File: config.mk
export PLATFORM = sky130hd
export DESIGN_NAME = mod_counter
export DESIGN_NICKNAME = d
export VERILOG_FILES = /design/src/rtl/mod_counter_pkg.sv /design/src/rtl/sat_counter.sv /design/src/rtl/mod_counter.sv
export SDC_FILE = /design/constraint.sdc
export NUM_CORES = 1
export LEC_CHECK = 0
export CELL_PAD_IN_SITES_DETAIL_PLACEMENT = 0
export CELL_PAD_IN_SITES_GLOBAL_PLACEMENT = 1
export CORE_ASPECT_RATIO = 1.2
export CORE_MARGIN = 1
export CORE_UTILIZATION = 34
export CTS_BUF_LIST = sky130_fd_sc_hd__clkbuf_2
export DETAILED_ROUTE_END_ITERATION = 10
export PLACE_DENSITY = 0.79
export SYNTH_ARGS = -nofsm -noshare
export SYNTH_HDL_FRONTEND = slang
export SYNTH_SLANG_ARGS = --single-unit
File: constraint.sdc
create_clock -name clk -period 2.4 [get_ports clk]
set_clock_uncertainty 0.2 [all_clocks]
set_input_delay 0.48 -clock clk [delete_from_list [all_inputs] [get_ports clk]]
set_output_delay 0.48 -clock clk [all_outputs]
set_load 0.01 [all_outputs]
File: src/rtl/mod_counter_pkg.sv
// Shared constants for the modulo counter block.
package mod_counter_pkg;

    // Count direction encoding, sampled on the dir input
    localparam logic DIR_UP   = 1'b0;
    localparam logic DIR_DOWN = 1'b1;

endpackage : mod_counter_pkg

File: src/rtl/sat_counter.sv
// Saturating event counter: counts inc pulses, sticks at all-ones,
// cleared synchronously by clr or asynchronously by rst.
module sat_counter #(
    parameter int WRAPW = 8
) (
    input  logic             clk,
    input  logic             rst,
    input  logic             clr,
    input  logic             inc,
    output logic [WRAPW-1:0] cnt,
    output logic             sat
);

    assign sat = &cnt;

    // Count inc events, hold once all-ones is reached; clr wins over inc
    always_ff @(posedge clk or negedge rst) begin
        if (!rst)
            cnt <= '0;
        else if (clr)
            cnt <= '0;
        else if (inc && !sat)
            cnt <= cnt + 1'b1;
    end

endmodule : sat_counter

File: src/rtl/mod_counter.sv
// Up/down modulo-MODULUS counter with load, clear, one-hot phase decode,
// terminal-count strobe and a saturating count of wrap events.
module mod_counter
    import mod_counter_pkg::*;
#(
    parameter int WIDTH   = 2,
    parameter int MODULUS = 3,
    parameter int WRAPW   = 8
) (
    input  logic               clk,
    input  logic               rst,
    input  logic               en,
    input  logic               clr,
    input  logic               load,
    input  logic [WIDTH-1:0]   load_val,
    input  logic               dir,
    output logic [WIDTH-1:0]   count,
    output logic [MODULUS-1:0] phase,
    output logic               tc,
    output logic [WRAPW-1:0]   wrap_cnt,
    output logic               wrap_sat
);

    // Reject parameter sets where the count range does not fit the register
    generate
        if (MODULUS < 2 || MODULUS > (1 << WIDTH)) begin : g_bad_params
            $error("mod_counter: MODULUS must satisfy 2 <= MODULUS <= 2**WIDTH");
        end
    endgenerate

    localparam logic [WIDTH-1:0] MAXV    = WIDTH'(MODULUS - 1);
    // One bit wider so MODULUS == 2**WIDTH is representable
    localparam logic [WIDTH:0]   MOD_EXT = (WIDTH + 1)'(MODULUS);

    logic             wrap_pt;
    logic [WIDTH-1:0] step_val;
    logic [WIDTH-1:0] load_clamp;

    // Next value for an enabled step, plus whether this step wraps
    always_comb begin
        if (dir == DIR_UP) begin
            wrap_pt  = (count == MAXV);
            step_val = wrap_pt ? '0 : count + 1'b1;
        end else begin
            wrap_pt  = (count == '0);
            step_val = wrap_pt ? MAXV : count - 1'b1;
        end
    end

    // Out-of-range loads clamp to the top of the range to keep phase one-hot
    assign load_clamp = ({1'b0, load_val} >= MOD_EXT) ? MAXV : load_val;

    // tc only fires for a real enabled step; reset, clr and load suppress it
    assign tc = rst && en && !clr && !load && wrap_pt;

    // Count register with priority clr > load > en
    always_ff @(posedge clk or negedge rst) begin
        if (!rst)
            count <= '0;
        else if (clr)
            count <= '0;
        else if (load)
            count <= load_clamp;
        else if (en)
            count <= step_val;
    end

    // One-hot decode of the registered count
    always_comb begin
        phase = '0;
        for (int i = 0; i < MODULUS; i++)
            phase[i] = (count == WIDTH'(i));
    end

    sat_counter #(
        .WRAPW (WRAPW)
    ) u_wrap (
        .clk (clk),
        .rst (rst),
        .clr (clr),
        .inc (tc),
        .cnt (wrap_cnt),
        .sat (wrap_sat)
    );

endmodule : mod_counter

==> results_dict.tcl <==
set metrics [dict create \
    grt_pass1_vias 619 \
    num_io_pins 23 \
    synth_top_area_cell "dfrtp_1" \
    vias 681 \
    regToRegEndpoint "u_wrap.cnt[2]$_DFFE_PN0P_" \
    holdPathStages 1 \
    clock_sinks 10 \
    fin_crit_sh_pct 95.9 \
    setup-tns-final_ns 0 \
    die_x_microns 42.2 \
    fin_ws_ns 0.0992 \
    io_buffer_count 22 \
    clkPwrFrac_pct 26.5 \
    critPathBufInv 3 \
    maxSlewViolCount 0 \
    max_slew_margin_pct 80.7 \
    synth_edf_count 0 \
    core_area_sq_um 1830 \
    ys_warn_count 0 \
    grt_usage_pct 17.2 \
    max-vdd-ir-drop_mv 0.189 \
    p_per_area_nw_per_um2 340 \
    required_ns 1.72 \
    reg2reg_from "count[1]$_DFFE_PN0P_" \
    worst_pin_slew_ns 0.286 \
    place_inst 118 \
    drt-vias-per-instance 5.49 \
    yosys.area.top_type_share_pct 38.0 \
    num_antenna_cells 0 \
    hold_viol 0 \
    combPwrFrac_pct 23.7 \
    hpwl_mm 1.27 \
    end_kind "output port" \
    cts_buffers 3 \
    drive_gt1_share_pct 27.6 \
    grt_first_pass_wirelength_mm 2.70 \
    layout.cells.non_filler 124 \
    insertion_delay_ns 0.26 \
    worst-setup-path-type "reg2out" \
    wl_per_cell_microns 13.0 \
    cp-start-kind "register" \
    drt_iter0_markers 7 \
    synth_cell_type_count 30 \
    rows 17 \
    synth_area_per_cell_sq_um 9.82 \
    p_seq_share_pct 49.7 \
    fillers 177 \
    synthTopCellsByCount "dfrtp_1, inv_1, nor2_1" \
    pre_cts_slack_ns -0.249 \
    path_max_fanout 3 \
    die_area_sq_um 2120 \
    max_stage_delay_ns 0.36 \
    overflow 0 \
    setup_viol 0 \
    crit_arrival_ns 1.62 \
    min_from "u_wrap.cnt[7]$_DFFE_PN0P_" \
    wirelength_mm 1.61 \
    hold_class "reg2reg" \
    grt_max_degree 11 \
    fin_nets 120 \
    crit_chain "inv_1 > ha_1 > mux2_4 > nand4_4 > clkinv_2 > clkdlybuf4s15_2" \
    synth.area.top_cells "dfrtp_1, ha_1, a211oi_1, inv_1, nor2_1" \
    internal_power_uw 252 \
    clockBufferDepth 2 \
    async_flop_share_pct 100 \
    hold_end "u_wrap.cnt[7]$_DFFE_PN0P_" \
    gp_congestion 0.807 \
    r2r_cells 7 \
    htreeDepth 1 \
    clk_pin_slew_ns 0.10 \
    synth-seq-cells 10 \
    syn_inst 67 \
    ant_nets 0 \
    yosysMostFrequentCell "dfrtp_1" \
    critical-path-top-delay-family "buffers and inverters" \
    cap_violations 0 \
    synth_ff_type "dfrtp_1" \
    syn_area_sq_um 658 \
    synth-seq-area-share_pct 38.0 \
    clock.fmax_ghz 0.435 \
    syn2layout_area_growth_pct 56.3 \
    cts_tree "built" \
    root_buffer "clkbuf_2" \
    min_period_ns 2.30 \
    antenna_found_initial 0 \
    die_y_microns 50.2 \
    synthesis.nets 80 \
    switchingPower_uw 97.4 \
    drc 0 \
    rsz0062_at_grt "no" \
    r2r_setup_slack_ns 0.53 \
    dr.pass1.iters 4 \
    initial_core_util_pct 36.0 \
    leakagePower_uw 0.000453 \
    status "finished, final reports clean" \
    crit_slowest_cell "dfrtp_1" \
    swShare_pct 27.9 \
]
==> layout by cell type (no fill, tap or decap), drive strengths merged, types with 3 or more instances in the layout <==
cell type,count
a211oi,3
a21oi,3
buf,13
clkbuf,3
clkdlybuf4s50,19
dfrtp,10
ha,5
inv,6
nand2,3
nand4,3
nor2,7
o21ai,5
o311ai,3
o31ai,3
==> power groups by stage <==
stage	logic, uW	clock network [uW]	registers [uW]
after floorplan	29.1	0	179
after global placement	80.3	0	177
after CTS	81.0	96.5	174
after global routing	91.5	106	174
after detailed placement	80.9	0	177
final	83.0	92.7	174
==> flip-flops by register name, indices dropped and copies added (netlist names) <==
name,flops
count,2
u_wrap.cnt,8
==> worst register-to-register path, stage by stage (launching register included) <==
cell	delay, ns
dfrtp_1	0.41
inv_1	0.09
ha_2	0.20
mux2_4	0.16
nand4_4	0.10
buf_4	0.18
o311ai_0	0.27
o31ai_1	0.12
==> cell type report <==
class	count	area, sq um	area share, %
sequential	10	253	24.6
tap	19	23.8	2.31
multi-input combinational	50	385	37.5
clock buffer	3	15.0	1.46
inverter	7	27.5	2.68
timing repair buffer	35	324	31.5
==> routing by layer <==
layer  GRT usage [%]  vias up  share of wire, %
li1                -      331                 -
met5               0        -                 0
met4            9.38        0               1.7
met1            20.9      326                44
met2            29.0       20                51
met3            2.16        4               3.4
==> logic make-up after synthesis <==
group           share of synthesized area [%]
mux                                      5.32
fa+ha+maj                                9.51
buf+inv                                  4.18
simple gates                             20.3
compound gates                           22.6
flops                                    38.0
==> timing repair <==
action | CTS | global route
endpoints found under the hold margin | 0 | 0
gates resized for setup | 3 | 6
buffers inserted | 0 | 3
hold buffers | 0 | 0
setup endpoints to repair | 1 | 2
==> worst max path at each step <==
| stage | slack [ns] | endpoint | depth (start not counted) | from |
|---|---|---|---|---|
| finish | 0.1 | tc | 6 | count[0]$_DFFE_PN0P_ |
| global route | 0.007 | tc | 6 | count[1]$_DFFE_PN0P_ |
| CTS | 0.002 | tc | 5 | dir |
| detailed placement | -0.25 | tc | 5 | dir |
| global placement | -0.25 | tc | 5 | dir |
| floorplan | 0.43 | tc | 5 | count[0]$_DFFE_PN0P_ |
==> per-stage QoR <==
stage	power, uW	area, sq um	hold WS, ns	utilization [%]
floorplan	208	658	-0.0156	-
finish	350	1030	0.332	56.2
global placement	258	977	0.319	53.4
CTS	352	993	0.335	54.3
global route	371	1030	0.351	56.2
detailed placement	258	977	0.318	53.4
Power figures use the tool's default switching activity.
